File: config.mk
export PLATFORM = sky130hd
export DESIGN_NAME = pool_frame_sequencer
export DESIGN_NICKNAME = d
export VERILOG_FILES = /design/src/rtl/pool_frame_sequencer.sv
export SDC_FILE = /design/constraint.sdc
export NUM_CORES = 1
export LEC_CHECK = 0
export CELL_PAD_IN_SITES_DETAIL_PLACEMENT = 1
export CELL_PAD_IN_SITES_GLOBAL_PLACEMENT = 2
export CORE_MARGIN = 10
export CORE_UTILIZATION = 35
export DETAILED_ROUTE_END_ITERATION = 10
export GPL_ROUTABILITY_DRIVEN = 0
export PLACE_DENSITY_LB_ADDON = 0.1
export SLEW_MARGIN = 20
export SYNTH_ARGS = -nofsm -noshare
export SYNTH_HDL_FRONTEND = slang
export SYNTH_SLANG_ARGS = --single-unit
File: constraint.sdc
create_clock -name clk -period 5.3 [get_ports clk]
set_input_delay 1.325 -clock clk [delete_from_list [all_inputs] [get_ports clk]]
set_output_delay 1.325 -clock clk [all_outputs]
set_load 0.01 [all_outputs]
File: src/rtl/pool_frame_sequencer.sv
// pool_frame_sequencer
// Reads one feature-map frame out of a synchronous single-port buffer and streams it,
// channel-interleaved (ch innermost), to the pooling datapath with line/frame framing.
// Lines are separated by LINE_GAP idle cycles so downstream pool counters can roll over.
//
// state  | meaning
// IDLE   | waiting for start_i, no reads, busy_o low
// READ   | one buffer read per cycle, ch/pix/line advance with ch innermost
// GAP    | LINE_GAP idle cycles between lines, no reads
// FLUSH  | 2 cycles letting the two-stage read pipeline drain
// DONE   | done_o high for one cycle, start_i ignored here
module pool_frame_sequencer #(
    parameter int DATA_WIDTH  = 8,
    parameter int CHANNEL_NUM = 3,
    parameter int STRING_LEN  = 4,
    parameter int LINE_NUM    = 4,
    parameter int LINE_GAP    = 2,
    parameter int ADDR_WIDTH  = ((CHANNEL_NUM * STRING_LEN * LINE_NUM) > 1)
                                ? $clog2(CHANNEL_NUM * STRING_LEN * LINE_NUM) : 1
) (
    input  logic                  clk,
    input  logic                  reset_n,
    input  logic                  start_i,
    input  logic                  abort_i,
    output logic                  mem_rd_o,
    output logic [ADDR_WIDTH-1:0] mem_addr_o,
    input  logic [DATA_WIDTH-1:0] mem_data_i,
    output logic [DATA_WIDTH-1:0] data_o,
    output logic                  valid_o,
    output logic                  sop_o,
    output logic                  eop_o,
    output logic                  sof_o,
    output logic                  eof_o,
    output logic                  busy_o,
    output logic                  done_o
);

    // Counter widths are forced to at least 1 bit so degenerate 1-sized dimensions still build.
    localparam int CH_W   = (CHANNEL_NUM > 1) ? $clog2(CHANNEL_NUM) : 1;
    localparam int PIX_W  = (STRING_LEN > 1)  ? $clog2(STRING_LEN)  : 1;
    localparam int LINE_W = (LINE_NUM > 1)    ? $clog2(LINE_NUM)    : 1;
    localparam int GAP_W  = (LINE_GAP > 1)    ? $clog2(LINE_GAP)    : 1;

    localparam logic [CH_W-1:0]   CH_LAST   = CH_W'(CHANNEL_NUM - 1);
    localparam logic [PIX_W-1:0]  PIX_LAST  = PIX_W'(STRING_LEN - 1);
    localparam logic [LINE_W-1:0] LINE_LAST = LINE_W'(LINE_NUM - 1);
    localparam logic [GAP_W-1:0]  GAP_LOAD  = GAP_W'(LINE_GAP - 1);

    typedef enum logic [2:0] {
        S_IDLE  = 3'd0,
        S_READ  = 3'd1,
        S_GAP   = 3'd2,
        S_FLUSH = 3'd3,
        S_DONE  = 3'd4
    } state_t;

    state_t state_q, state_d;

    logic [CH_W-1:0]       ch_q, ch_d;
    logic [PIX_W-1:0]      pix_q, pix_d;
    logic [LINE_W-1:0]     line_q, line_d;
    logic [ADDR_WIDTH-1:0] addr_q, addr_d;
    logic [GAP_W-1:0]      gap_cnt_q, gap_cnt_d;
    logic                  flush_cnt_q, flush_cnt_d;
    logic                  rd_q, rd_d;
    logic                  busy_q, busy_d;
    logic                  done_q, done_d;

    // Stage 1: framing of the read issued last cycle, waiting for its buffer data.
    logic s1_valid_q, s1_valid_d;
    logic s1_sop_q, s1_sop_d;
    logic s1_eop_q, s1_eop_d;
    logic s1_sof_q, s1_sof_d;
    logic s1_eof_q, s1_eof_d;

    // Stage 2: registered stream outputs.
    logic [DATA_WIDTH-1:0] data_q, data_d;
    logic valid_q, valid_d;
    logic sop_q, sop_d;
    logic eop_q, eop_d;
    logic sof_q, sof_d;
    logic eof_q, eof_d;

    logic kill;
    logic word_sop;
    logic word_eop;

    // Next-state, counters and read strobe; counters always describe the word being read now.
    always_comb begin
        state_d     = state_q;
        ch_d        = ch_q;
        pix_d       = pix_q;
        line_d      = line_q;
        addr_d      = addr_q;
        gap_cnt_d   = gap_cnt_q;
        flush_cnt_d = flush_cnt_q;
        rd_d        = 1'b0;
        done_d      = 1'b0;

        case (state_q)
            S_IDLE: begin
                // abort_i wins over a simultaneous start_i
                if (start_i && !abort_i) begin
                    state_d = S_READ;
                    ch_d    = '0;
                    pix_d   = '0;
                    line_d  = '0;
                    addr_d  = '0;
                    rd_d    = 1'b1;
                end
            end
            S_READ: begin
                if (abort_i) begin
                    state_d = S_IDLE;
                end else begin
                    addr_d = addr_q + ADDR_WIDTH'(1);
                    if (ch_q != CH_LAST) begin
                        ch_d = ch_q + CH_W'(1);
                        rd_d = 1'b1;
                    end else if (pix_q != PIX_LAST) begin
                        ch_d  = '0;
                        pix_d = pix_q + PIX_W'(1);
                        rd_d  = 1'b1;
                    end else if (line_q != LINE_LAST) begin
                        ch_d      = '0;
                        pix_d     = '0;
                        line_d    = line_q + LINE_W'(1);
                        gap_cnt_d = GAP_LOAD;
                        state_d   = S_GAP;
                    end else begin
                        flush_cnt_d = 1'b1;
                        state_d     = S_FLUSH;
                    end
                end
            end
            S_GAP: begin
                if (abort_i) begin
                    state_d = S_IDLE;
                end else if (gap_cnt_q == '0) begin
                    state_d = S_READ;
                    rd_d    = 1'b1;
                end else begin
                    gap_cnt_d = gap_cnt_q - GAP_W'(1);
                end
            end
            S_FLUSH: begin
                if (abort_i) begin
                    state_d = S_IDLE;
                end else if (flush_cnt_q == 1'b0) begin
                    state_d = S_DONE;
                    done_d  = 1'b1;
                end else begin
                    flush_cnt_d = 1'b0;
                end
            end
            S_DONE: begin
                state_d = S_IDLE;
            end
            default: begin
                state_d = S_IDLE;
            end
        endcase

        busy_d = (state_d != S_IDLE);
    end

    // Framing pipeline; an abort empties both stages so no partial frame leaks out.
    always_comb begin
        kill     = abort_i && ((state_q == S_READ) || (state_q == S_GAP) || (state_q == S_FLUSH));
        word_sop = (ch_q == '0) && (pix_q == '0);
        word_eop = (ch_q == CH_LAST) && (pix_q == PIX_LAST);

        s1_valid_d = rd_q && !kill;
        s1_sop_d   = s1_valid_d && word_sop;
        s1_eop_d   = s1_valid_d && word_eop;
        s1_sof_d   = s1_sop_d && (line_q == '0);
        s1_eof_d   = s1_eop_d && (line_q == LINE_LAST);

        valid_d = s1_valid_q && !kill;
        sop_d   = s1_sop_q && !kill;
        eop_d   = s1_eop_q && !kill;
        sof_d   = s1_sof_q && !kill;
        eof_d   = s1_eof_q && !kill;
        data_d  = valid_d ? mem_data_i : '0;
    end

    // All state and registered outputs; reset discards any frame in progress.
    always_ff @(posedge clk or negedge reset_n) begin
        if (!reset_n) begin
            state_q     <= S_IDLE;
            ch_q        <= '0;
            pix_q       <= '0;
            line_q      <= '0;
            addr_q      <= '0;
            gap_cnt_q   <= '0;
            flush_cnt_q <= 1'b0;
            rd_q        <= 1'b0;
            busy_q      <= 1'b0;
            done_q      <= 1'b0;
            s1_valid_q  <= 1'b0;
            s1_sop_q    <= 1'b0;
            s1_eop_q    <= 1'b0;
            s1_sof_q    <= 1'b0;
            s1_eof_q    <= 1'b0;
            data_q      <= '0;
            valid_q     <= 1'b0;
            sop_q       <= 1'b0;
            eop_q       <= 1'b0;
            sof_q       <= 1'b0;
            eof_q       <= 1'b0;
        end else begin
            state_q     <= state_d;
            ch_q        <= ch_d;
            pix_q       <= pix_d;
            line_q      <= line_d;
            addr_q      <= addr_d;
            gap_cnt_q   <= gap_cnt_d;
            flush_cnt_q <= flush_cnt_d;
            rd_q        <= rd_d;
            busy_q      <= busy_d;
            done_q      <= done_d;
            s1_valid_q  <= s1_valid_d;
            s1_sop_q    <= s1_sop_d;
            s1_eop_q    <= s1_eop_d;
            s1_sof_q    <= s1_sof_d;
            s1_eof_q    <= s1_eof_d;
            data_q      <= data_d;
            valid_q     <= valid_d;
            sop_q       <= sop_d;
            eop_q       <= eop_d;
            sof_q       <= sof_d;
            eof_q       <= eof_d;
        end
    end

    assign mem_rd_o   = rd_q;
    assign mem_addr_o = addr_q;
    assign data_o     = data_q;
    assign valid_o    = valid_q;
    assign sop_o      = sop_q;
    assign eop_o      = eop_q;
    assign sof_o      = sof_q;
    assign eof_o      = eof_q;
    assign busy_o     = busy_q;
    assign done_o     = done_q;

endmodule

Word-level counts from Yosys, hierarchy flattened
Index checks and enable logic that the tools add are counted.
Word-level totals
  bits in registers: 38
  output and inout bits: 22
  logic and storage cells: 129
Operators by class
  mux-type cells: 52
  reduce and logical (&&, ||, !) cells: 32
  equality and inequality tests: 19
  $add $sub $neg: 5
Operator list (number)
  two-way mux 2 bit: 12
  two-way mux 3 bit: 8
  != test 2 bit (second input constant): 11
  two-way mux 1 bit: 21
  AND reduction 6 bit: 3
  logical AND 1 bit: 14
  two-way mux 6 bit: 2
  one-hot mux 2 bit (2 select lines): 3
  one-hot mux 3 bit (4 select lines): 1
  one-hot mux 6 bit (2 select lines): 1
  two-way mux 8 bit: 1
  adder 2 x 1 -> 2 bit (second input constant): 3
  adder 6 x 1 -> 6 bit (second input constant): 1
  == test 2 bit (second input constant): 3
  == test 3 x 2 -> 1 bit (second input constant): 2
  zero test 2 bit: 3
  nonzero test 2 bit: 3
  AND reduction 5 bit: 1
  != test 4 bit (second input constant): 1
  one-hot mux 1 bit (2 select lines): 2
  AND reduction 4 bit: 1
  == test 3 x 1 -> 1 bit (second input constant): 1
  zero test 3 bit: 1
  != test 3 bit (second input constant): 1
  other kinds (6): 8

Longest topological paths before layout
  depth after elaboration: 8
  mapped depth: 5
  mapped depth without buffers: 5

Least setup slack after synthesis
Ideal clock, no wire load.
  kind: input port to flip-flop
  start point: input abort_i
  end point: register pix_q[0]
  stages: 4
  arrival: 2269 ps
  path buffers: 0
  setup slack: 2906 ps
  cells stage by stage: nor4b_4 and4b_1 nor2_2 mux2_4
On the way
  longest elaborated chain between the ends: 4
  elaborated cells between the ends (all ways): 5
  those cells by class: eq/ne: 2; reduce/logical: 3
RTL lines
  from (decl): line 24  | input logic abort_i,
  zero test 1 bit: line 103  | if (start_i && !abort_i) begin
  logical AND 1 bit: line 103
  != test 2 bit (no source line)
  AND reduction 5 bit (no source line) *
  to (signal assigned): line 214  | pix_q <= pix_d;
  to (decl): line 60  | logic [PIX_W-1:0] pix_q, pix_d;
Every way passes the cells marked *; elsewhere a longest branch is shown, timed or not.
A chain may end at the register's enable or synchronous reset.

Worst setup path after layout
Ends and elaborated chain as after synthesis.

==> run summary <==
First-pass GRT wire length - 6.58 mm
Yosys reg bits - 38
WP depth - 5
Final worst path period share - 0.540
Post-synth top area share - 0.574
RSZ-0062 raised after global routing - no
H-tree depth - 2
Leak - 0.000948 µW
Buf/Inv on CP - 1
Initial DRC count - 34
Post-synth EDFFs - 0
Initial Util - 0.370
Number of global-route vias before repair - 1289
Core Region - 4470 µm²
Psw - 177 µW
Slew Limit Headroom - 0.662
Via count - 1217
Reg power frac - 0.520
TritonRoute pass-1 iters - 4
FFs w/ async S/R, synth - 1.00
Worst setup startpoint - abort_i
Antenna cells - 0
Root Buffer - clkbuf_8
Die area - 7880 µm²
Sw frac - 0.268
Setup slack, reg-to-reg - 3.39 ns
Top cells by area, synth - dfrtp_1, and2_1, ha_1
CP delay by family, top - simple AND/OR/NAND/NOR gates
Min-Delay Path Class - flip-flop to flip-flop
Yosys cell types - 44
Synth Cell Area - 1660 µm²
Synth Instances - 146
Crit path arrival time - 3.04 ns
CP startpoint kind - input pin
Fin cells - 235
Setup_tns - 0 ns
Number of placed cells counting well taps - 227
Final Max Tran Viols - 0
FF-to-FF path depth - 4
Area growth, synth to finish - 28.5%
Clk pin slew, worst setup/hold paths - 0.07 ns
Die Y - 88.8 µm
Worst-margin pin slew - 0.507 ns
Share of cells above drive strength 1 - 0.104
CTS tree - built
Critical Setup Path Class - input pin to flip-flop
Buffers inserted by post-CTS timing repair - 0
Die W - 88.8 µm
Initial antenna violation count - 0
Final wirelength - 3.88 mm
CP required - 5.48 ns
Skew final - 0.00385 ns
Pwr dens - 310 nW/µm²
Vias per inst - 5.18
Final setup vio count - 0
Worst Hold Depth - 1
DP HPWL - 2.91 mm
Clk buf depth - 2
Crit-path cells - clkdlybuf4s50_1 -> nor4b_4 -> and4b_1 -> nor2_2 -> mux2_4
Number of I/O port buffers - 33
Num CTS Buffers - 5
Internal - 483 µW
R2r endpoint - pix_q[0]$_DFFE_PN0P_
Syn. warnings - 0
Post-cts repair resize count - 0
Reg2reg start - state_q[0]$_DFF_PN0_
Max-cap violations - 0
Syn Nets - 163
Total GRT Usage - 0.109
VDD IR max - 0.000116 V
Largest net degree at the start of global routing - 39
Outcome - completed
Grt total ovfl - 0
Worst hold endpoint - eop_o$_DFF_PN0_
Prevailing post-synth register cell - dfrtp_1
Post-synth top area cell - dfrtp_1
Hold Buf Count CTS - 0
Clock sinks - 38
Part of the Yosys area used for sequential elements - 0.574
Crit path max fanout - 7
Max incr delay on CP - 0.55 ns
Final Hold Vio Count - 0
Worst-path cell with the longest stage delay - clkdlybuf4s50_1
FMAX - 0.349 GHz
Min cycle time layout - 2.86 ns
Clock power frac - 0.311
Row count - 24
Routed len/inst - 16.5 µm
Mean post-synth cell area - 11.3 µm²
NumNets Final - 199
Critical Path End Type - flip-flop
Fill cell count - 491
DRC Markers - 0
Clk_lat worst skew - 0.29 ns
# IOs - 34
Antenna-violating nets left - 0
Min-delay src - s1_eop_q$_DFF_PN0_
Final Util - 0.476
Comb power frac - 0.169
## routing by layer
metal	wire [µm]	track usage	vias up
met5	0	0	-
met2	1880	0.180	28
li1	-	-	574
met3	245	0.0386	6
met4	56	0.0441	0
met1	1700	0.125	609
## sequential cells by signal, summed over array words and instances, names as in the netlist, 2 cells and up
register,cells
data_o,8
mem_addr_o,6
state_q,3
ch_q,2
line_q,2
pix_q,2
## worst max path at each step
stage                            to  slack (ns)
2_1_floorplan  pix_q[0]$_DFFE_PN0P_        2.91
3_3_place_gp   pix_q[0]$_DFFE_PN0P_        2.20
3_5_place_dp   pix_q[0]$_DFFE_PN0P_        2.14
4_1_cts        pix_q[0]$_DFFE_PN0P_        2.45
5_1_grt        pix_q[0]$_DFFE_PN0P_        2.34
6_report       pix_q[0]$_DFFE_PN0P_        2.44
## cell families after synthesis
group / share of synthesized area
AO/OA/AOI/OAI: 0.0861
XOR/XNOR: 0.0159
adder cells (fa/ha/maj): 0.0378
buffers and inverters: 0.0272
flip-flops: 0.574
multiplexers: 0.0159
AND/OR/NAND/NOR: 0.243
## Yosys cell counts, drive strengths merged, types with 3 or more instances
| master | number |
|---|---|
| a31oi | 4 |
| nor2 | 13 |
| a21oi | 3 |
| nand2 | 9 |
| o21ai | 7 |
| a22o | 4 |
| nor3 | 5 |
| inv | 5 |
| ha | 5 |
| and2 | 11 |
| nor2b | 6 |
| nand3b | 3 |
| dfrtp | 38 |
| buf | 4 |
## power by group through the flow
stage / sequential (µW) / combinational [µW] / clock [µW]
detailed placement: 349 / 114 / 0
CTS: 343 / 115 / 214
global route: 349 / 127 / 229
floorplan: 347 / 55.1 / 0
finish: 343 / 112 / 205
global placement: 347 / 113 / 0
## area by class of cell
class	count	area (µm²)	area share
multi-input combinational	98	661	0.310
clock buffer	6	82.6	0.0388
timing repair buffer	34	338	0.159
inverter	5	18.8	0.00882
tap	52	65.1	0.0306
clock inverter	2	12.5	0.00588
sequential	38	951	0.447
## cells in the final DEF, fill, tap and decap left out, types with 5 or more instances in the layout
| cell type | count |
|---|---|
| dfrtp_1 | 38 |
| clkdlybuf4s50_1 | 33 |
| nor2_1 | 11 |
| and2_1 | 10 |
| nand2_1 | 9 |
| nor2b_1 | 6 |
| o21ai_0 | 6 |
| clkbuf_8 | 6 |
| nor3_1 | 5 |
| ha_1 | 5 |
## metrics by stage
step / setup WS (ns) / hold WS [ns] / power [µW] / area, µm²
after detailed placement: 2.14 / 0.460 / 463 / 2030
after floorplan: 2.91 / 0.439 / 402 / 1660
after global placement: 2.20 / 0.442 / 460 / 2030
after CTS: 2.45 / 0.477 / 672 / 2130
after global routing: 2.34 / 0.485 / 704 / 2130
final: 2.44 / 0.473 / 660 / 2130
Power figures use the tool's default switching activity.
